===== src/rtl/write_back.sv =====
// write_back: final pipeline stage that commits a process-stage result.
// Captures one result per handshake, then performs up to two memory writes
// (byte to dest_addr, or the A/B pair), an optional PSW update, and a
// one-cycle completion pulse. A write that is not acknowledged within
// MEM_ACK_TIMEOUT stall cycles is abandoned and flagged on wb_err.
//
// Ports:
//   clk, rst_n         clock, synchronous active-low reset
//   wb_valid/wb_ready  result handshake (ready only in IDLE)
//   wb_mode, psw_wr    write kind and PSW-update request
//   ans, ans_hi        low/high result bytes
//   psw_in, dest_addr  new PSW value, direct destination address
//   mem_we/addr/wdata  IRAM/SFR write port, mem_ack accepts a write
//   psw_we, psw_out    PSW write port
//   wb_done, wb_err    completion and error pulses
module write_back #(
  parameter int unsigned MEM_ACK_TIMEOUT = 15  // must be >= 1
) (
  input  logic       clk,
  input  logic       rst_n,
  input  logic       wb_valid,
  output logic       wb_ready,
  input  logic [1:0] wb_mode,
  input  logic       psw_wr,
  input  logic [7:0] ans,
  input  logic [7:0] ans_hi,
  input  logic [7:0] psw_in,
  input  logic [7:0] dest_addr,
  output logic       mem_we,
  output logic [7:0] mem_addr,
  output logic [7:0] mem_wdata,
  input  logic       mem_ack,
  output logic       psw_we,
  output logic [7:0] psw_out,
  output logic       wb_done,
  output logic       wb_err
);

  localparam int unsigned CNT_W = (MEM_ACK_TIMEOUT < 2) ? 1 : $clog2(MEM_ACK_TIMEOUT);
  localparam logic [CNT_W-1:0] STALL_LAST = CNT_W'(MEM_ACK_TIMEOUT - 1);

  localparam logic [1:0] MODE_PSW  = 2'b00;
  localparam logic [1:0] MODE_BYTE = 2'b01;
  localparam logic [1:0] MODE_PAIR = 2'b10;
  localparam logic [7:0] ADDR_ACC  = 8'hE0;
  localparam logic [7:0] ADDR_B    = 8'hF0;

  typedef enum logic [2:0] {
    S_IDLE = 3'd0,
    S_WR0  = 3'd1,
    S_WR1  = 3'd2,
    S_PSW  = 3'd3,
    S_DONE = 3'd4
  } state_t;

  state_t           r_state;
  logic [1:0]       r_mode;
  logic             r_psw_wr;
  logic [7:0]       r_ans;
  logic [7:0]       r_ans_hi;
  logic [7:0]       r_psw_in;
  logic [7:0]       r_dest;
  logic [CNT_W-1:0] r_stall;

  logic       r_wb_ready;
  logic       r_mem_we;
  logic [7:0] r_mem_addr;
  logic [7:0] r_mem_wdata;
  logic       r_psw_we;
  logic [7:0] r_psw_out;
  logic       r_wb_done;
  logic       r_wb_err;

  state_t           w_state_nx;
  logic [1:0]       w_mode_nx;
  logic             w_psw_wr_nx;
  logic [7:0]       w_ans_nx;
  logic [7:0]       w_ans_hi_nx;
  logic [7:0]       w_psw_in_nx;
  logic [7:0]       w_dest_nx;
  logic [CNT_W-1:0] w_stall_nx;
  logic             w_err_nx;
  logic             w_par_sel;

  logic       w_wb_ready_nx;
  logic       w_mem_we_nx;
  logic [7:0] w_mem_addr_nx;
  logic [7:0] w_mem_wdata_nx;
  logic       w_psw_we_nx;
  logic [7:0] w_psw_out_nx;
  logic       w_wb_done_nx;
  logic       w_wb_err_nx;

  // Next state, capture and stall counting.
  always_comb begin
    w_state_nx  = r_state;
    w_mode_nx   = r_mode;
    w_psw_wr_nx = r_psw_wr;
    w_ans_nx    = r_ans;
    w_ans_hi_nx = r_ans_hi;
    w_psw_in_nx = r_psw_in;
    w_dest_nx   = r_dest;
    w_stall_nx  = r_stall;
    w_err_nx    = 1'b0;

    case (r_state)
      S_IDLE: begin
        // r_wb_ready is low for the first cycle out of reset, so nothing is taken then.
        if (r_wb_ready && wb_valid) begin
          w_mode_nx   = wb_mode;
          w_psw_wr_nx = psw_wr;
          w_ans_nx    = ans;
          w_ans_hi_nx = ans_hi;
          w_psw_in_nx = psw_in;
          w_dest_nx   = dest_addr;
          case (wb_mode)
            MODE_BYTE, MODE_PAIR: w_state_nx = S_WR0;
            MODE_PSW:             w_state_nx = psw_wr ? S_PSW : S_DONE;
            default: begin
              w_state_nx = S_DONE;
              w_err_nx   = 1'b1;
            end
          endcase
        end
      end
      S_WR0, S_WR1: begin
        if (mem_ack) begin
          if (r_state == S_WR0 && r_mode == MODE_PAIR) w_state_nx = S_WR1;
          else                                         w_state_nx = r_psw_wr ? S_PSW : S_DONE;
        end else if (r_stall == STALL_LAST) begin
          // Timeout: drop the remaining writes and the PSW update.
          w_state_nx = S_DONE;
          w_err_nx   = 1'b1;
        end else begin
          w_stall_nx = r_stall + CNT_W'(1);
        end
      end
      S_PSW:   w_state_nx = S_DONE;
      S_DONE:  w_state_nx = S_IDLE;
      default: w_state_nx = S_IDLE;
    endcase

    if (w_state_nx != r_state) w_stall_nx = '0;
  end

  // Next registered outputs, decoded from the state being entered.
  always_comb begin
    w_wb_ready_nx  = 1'b0;
    w_mem_we_nx    = 1'b0;
    w_mem_addr_nx  = 8'h00;
    w_mem_wdata_nx = 8'h00;
    w_psw_we_nx    = 1'b0;
    w_psw_out_nx   = 8'h00;
    w_wb_done_nx   = 1'b0;
    w_wb_err_nx    = 1'b0;
    // Parity tracks the accumulator only when this result lands in A.
    w_par_sel = (w_mode_nx == MODE_PAIR) ||
                ((w_mode_nx == MODE_BYTE) && (w_dest_nx == ADDR_ACC));

    case (w_state_nx)
      S_IDLE: w_wb_ready_nx = 1'b1;
      S_WR0: begin
        w_mem_we_nx    = 1'b1;
        w_mem_addr_nx  = (w_mode_nx == MODE_PAIR) ? ADDR_ACC : w_dest_nx;
        w_mem_wdata_nx = w_ans_nx;
      end
      S_WR1: begin
        w_mem_we_nx    = 1'b1;
        w_mem_addr_nx  = ADDR_B;
        w_mem_wdata_nx = w_ans_hi_nx;
      end
      S_PSW: begin
        w_psw_we_nx  = 1'b1;
        w_psw_out_nx = {w_psw_in_nx[7:1], w_par_sel ? ^w_ans_nx : w_psw_in_nx[0]};
      end
      S_DONE: begin
        w_wb_done_nx = 1'b1;
        w_wb_err_nx  = w_err_nx;
      end
      default: w_wb_ready_nx = 1'b0;
    endcase
  end

  // State, captured operands and output registers.
  always_ff @(posedge clk) begin
    if (!rst_n) begin
      r_state     <= S_IDLE;
      r_mode      <= 2'b00;
      r_psw_wr    <= 1'b0;
      r_ans       <= 8'h00;
      r_ans_hi    <= 8'h00;
      r_psw_in    <= 8'h00;
      r_dest      <= 8'h00;
      r_stall     <= '0;
      r_wb_ready  <= 1'b0;
      r_mem_we    <= 1'b0;
      r_mem_addr  <= 8'h00;
      r_mem_wdata <= 8'h00;
      r_psw_we    <= 1'b0;
      r_psw_out   <= 8'h00;
      r_wb_done   <= 1'b0;
      r_wb_err    <= 1'b0;
    end else begin
      r_state     <= w_state_nx;
      r_mode      <= w_mode_nx;
      r_psw_wr    <= w_psw_wr_nx;
      r_ans       <= w_ans_nx;
      r_ans_hi    <= w_ans_hi_nx;
      r_psw_in    <= w_psw_in_nx;
      r_dest      <= w_dest_nx;
      r_stall     <= w_stall_nx;
      r_wb_ready  <= w_wb_ready_nx;
      r_mem_we    <= w_mem_we_nx;
      r_mem_addr  <= w_mem_addr_nx;
      r_mem_wdata <= w_mem_wdata_nx;
      r_psw_we    <= w_psw_we_nx;
      r_psw_out   <= w_psw_out_nx;
      r_wb_done   <= w_wb_done_nx;
      r_wb_err    <= w_wb_err_nx;
    end
  end

  assign wb_ready  = r_wb_ready;
  assign mem_we    = r_mem_we;
  assign mem_addr  = r_mem_addr;
  assign mem_wdata = r_mem_wdata;
  assign psw_we    = r_psw_we;
  assign psw_out   = r_psw_out;
  assign wb_done   = r_wb_done;
  assign wb_err    = r_wb_err;

endmodule


===== config.mk =====
export PLATFORM = sky130hd
export DESIGN_NAME = write_back
export DESIGN_NICKNAME = d
export VERILOG_FILES = /design/src/rtl/write_back.sv
export SDC_FILE = /design/constraint.sdc
export NUM_CORES = 1
export LEC_CHECK = 0
export BUFFER_PORTS_ARGS = -buffer_cell sky130_fd_sc_hd__buf_2
export CAP_MARGIN = 20
export CORE_UTILIZATION = 53
export CTS_BUF_LIST = sky130_fd_sc_hd__clkbuf_16
export DETAILED_ROUTE_END_ITERATION = 10
export GPL_TIMING_DRIVEN = 0
export PLACE_DENSITY = 0.83
export SLEW_MARGIN = 5
export SYNTH_ARGS = -nofsm -noshare
export SYNTH_HDL_FRONTEND = slang
export SYNTH_SLANG_ARGS = --single-unit

===== constraint.sdc =====
create_clock -name clk -period 2.3 [get_ports clk]
set_input_delay 0.115 -clock clk [delete_from_list [all_inputs] [get_ports clk]]
set_output_delay 0.115 -clock clk [all_outputs]
set_load 0.05 [all_outputs]

==> results.toml <==
[run_status]
status = "complete, no violations"

[global_routing]
grt_max_degree = 13
grt_antenna_before_repair = 0
grt_pass1_vias = 2479
grt_pass1_wl_um = 11600
gr-usage-all-layers_pct = 25.3
gr-total-overflow = 0

[detailed_routing]
first_pass_iters = 4
wl_per_cell_um = 15.1
vias = 2562
wl_um = 7150
drc = 0
first_iter_violations = 218
ant_nets = 0
vias_per_cell = 5.39

[sta]
fmax_ghz = 0.449
fin_crit_ns = 2.23
skew_ns = 0.00780
finalCritPeriodShare_pct = 96.9
slew_viol_final = 0
hold_viol = 0
slew_headroom_pct = 55.7
finalSetupViolCount = 0
tightestPinTransition_ns = 0.664

[floorplan]
start_util_pct = 54.7
core-area_um2 = 5470
dieArea_um2 = 5960
pin_count = 68
rows = 27
fp.dieW_um = 77.2
die_y_um = 77.2

[finish]
final_cell_area_um2 = 3840
post-route-util_pct = 70.1
antennaDiodeCount = 0
finalNetCount = 441
area_growth_pct = 28.2
drive_gt1_share_pct = 27.8
stdcell_count = 475

[yosys]
synth_top_area_cell = "dfxtp_1"
synth_top_area_share_pct = 47.5
ys_ff_latch = 71
syn-cell-area_um2 = 3000
postSynthAreaPerCell_um2 = 9.42
synth_seq_area_share_pct = 47.5
yosysWarnings = 0
ys_types = 45
syn_nets = 361
synthCells = 318
ys_top_cells_by_area = "dfxtp_1, nand2_1, a21boi_0, mux2i_1, xnor2_1"

[worst_setup_path]
cp_cell_sequence = "or3_4 > or2_1 > buf_6 > nor3_4 > o21ba_4 > and2_1 > buf_6 > a41o_1"
cp-end-kind = "register"
crit_arrival_ns = 2.44
critPathMaxStageDelay_ns = 0.43
crit_type = "register to register"
critPathMostFrequentCell = "buf_6"
rr_startpoint = "r_state[1]$_SDFF_PN0_"
path_max_fanout = 10
required_ns = 2.51
cp-start-kind = "register"
crit_start = "r_state[1]$_SDFF_PN0_"
slowest_stage = "or3_4"

[cts]
cts_buffer_depth = 2
tritoncts = "done"
cts_hold_buf = 0
htree_levels = 3
cts_root_buf = "clkbuf_16"
clock-sinks = 71
cts_buffers = 9
clkSlewWorstSetupHoldPaths_ns = 0.05
clk_latency_ns = 0.33

[worst_hold_path]
hp-start = "psw_in[4]"
min_path_type = "input port to register"

[job]
cap_violations = 0

[power]
p_total_mw = 3.28
peakVddDrop_uv = 496
leakage_nw = 1.69
p_per_area_nw_per_um2 = 855

[placement]
dp_hpwl_um = 4770
portBuffers = 66
dpl.cell_count = 456
dpl-instance-area_um2 = 3420
gp_congestion = 0.847
[metal layers]
metal / vias to the layer above / share of wire, % / global-route usage [%]
met4: 0 / 1.7 / 14.5
met3: 13 / 6.9 / 6.43
met1: 1187 / 44 / 30.1
li1: 1257 / - / -
met5: - / 0 / 0
met2: 105 / 47 / 41.0
[cell usage after synthesis, drive strengths merged]
cell and instances:
or2 2, nor4bb 1, or3 2, a41o 5, nor3b 4, nand2b 3, nand4 4, a21oi 5
a31o 2, clkbuf 12, o21ai 3, a211oi 2, xor2 4, dfxtp 71, mux2i 14, xnor2 13
mux2 1, a41oi 1, and2b 1, a21boi 23, o21ba 1, nor4b 1, nor4 3, a211o 1
nand2 52, ha 4, nor2 26, o32ai 1, a32o 8, nor3 9, and3 2, nand3 3
and2 5, buf 4, a31oi 1, a21o 3, inv 6, nor2b 15
[cell usage in the layout, fill, tap and decap left out, types with 2 or more instances in the layout]
master     instances
dfxtp_1           70
buf_2             68
nand2_1           52
a21boi_0          23
nor2_1            18
nor2b_1           15
mux2i_1           14
xnor2_1           13
clkbuf_1          10
clkbuf_16          9
nor3_1             8
a32o_1             8
nor2_2             7
inv_1              5
and2_1             5
a41o_1             5
a21oi_1            5
nand4_1            4
xor2_1             4
nor3b_1            4
ha_1               4
buf_6              3
nand2b_1           3
a21o_1             3
nand3_1            3
bufinv_16          3
or3_4              2
clkbuf_2           2
o21ai_0            2
nor4_4             2
and3_1             2
a31o_2             2
a211oi_1           2
clkinv_2           2
buf_4              2
[worst max-delay path, delay by kind of cell (launching register included)]
| kind | cells | cell delay, ns |
|---|---|---|
| AO/OA/AOI/OAI | 2 | 0.44 |
| buffers and inverters | 2 | 0.29 |
| flip-flops | 1 | 0.35 |
| AND/OR/NAND/NOR | 4 | 1.02 |
[path summary, 6_finish.rpt]
check,to,slack (ns),depth (start not counted)
worst min register to register,r_psw_wr$_SDFFE_PN0P_,0.47,2
worst max-delay path,mem_addr[7]$_SDFF_PN0_,0.07,8
worst min-delay path,psw_out[4]$_SDFF_PN0_,0.06,3
worst max register to register,mem_addr[7]$_SDFF_PN0_,0.07,8
[flip-flops by register name (all words and copies together), names as in the netlist]
signal / flops
r_psw_wr: 1
r_ans_hi: 8
r_state: 3
r_dest: 8
r_psw_in: 8
mem_wdata: 8
r_mode: 2
mem_addr: 8
r_stall: 4
psw_we: 1
wb_ready: 1
mem_we: 1
wb_done: 1
r_ans: 8
psw_out: 8
wb_err: 1
[stage by stage]
| stage | setup slack, ns | hold slack, ns | setup TNS [ns] |
|---|---|---|---|
| finish | 0.0709 | 0.0563 | 0 |
| global placement | -0.164 | 0.380 | -0.708 |
| CTS | 0.0121 | 0.0526 | 0 |
| floorplan | 0.119 | 0.260 | 0 |
| detailed placement | -0.180 | 0.393 | -0.788 |
| global route | -0.0387 | 0.0682 | -0.0768 |
[logic make-up (layout without fill, tap and decap cells)]
logic type / Yosys count / after routing / share of synthesized area, %
fa+ha+maj: 4 / 4 / 1.67
xor+xnor: 17 / 17 / 4.97
buf+inv: 22 / 107 / 3.55
mux: 15 / 15 / 5.05
flops: 71 / 71 / 47.5
simple gates: 133 / 133 / 22.6
compound gates: 56 / 56 / 14.7
[where the power goes]
group | leakage, nW | total [mW] | switching (mW) | internal, mW
Combinational | 0.951 | 0.414 | 0.250 | 0.163
Clock | 0.163 | 1.56 | 0.514 | 1.05
Sequential | 0.576 | 1.30 | 0.0234 | 1.28
Total | 1.69 | 3.28 | 0.788 | 2.49
[area by class of cell]
cell class	count	area, µm²
inverter	6	22.5
clock buffer	9	225
timing repair buffer	69	350
fill	417	1630
clock inverter	7	111
sequential	71	1420
multi-input combinational	225	1530
buffer	16	86.3
tap	72	90.1
[what timing repair did]
| item | CTS | global route |
|---|---|---|
| gates cloned | 0 | 1 |
| endpoints found under the setup margin | 5 | 31 |
| hold endpoints to repair | 0 | 0 |
| gates resized for setup | 1 | 14 |
| setup buffers | 0 | 2 |
| pin swaps | 0 | 1 |
Note: power is estimated with default switching activity, not from simulation.
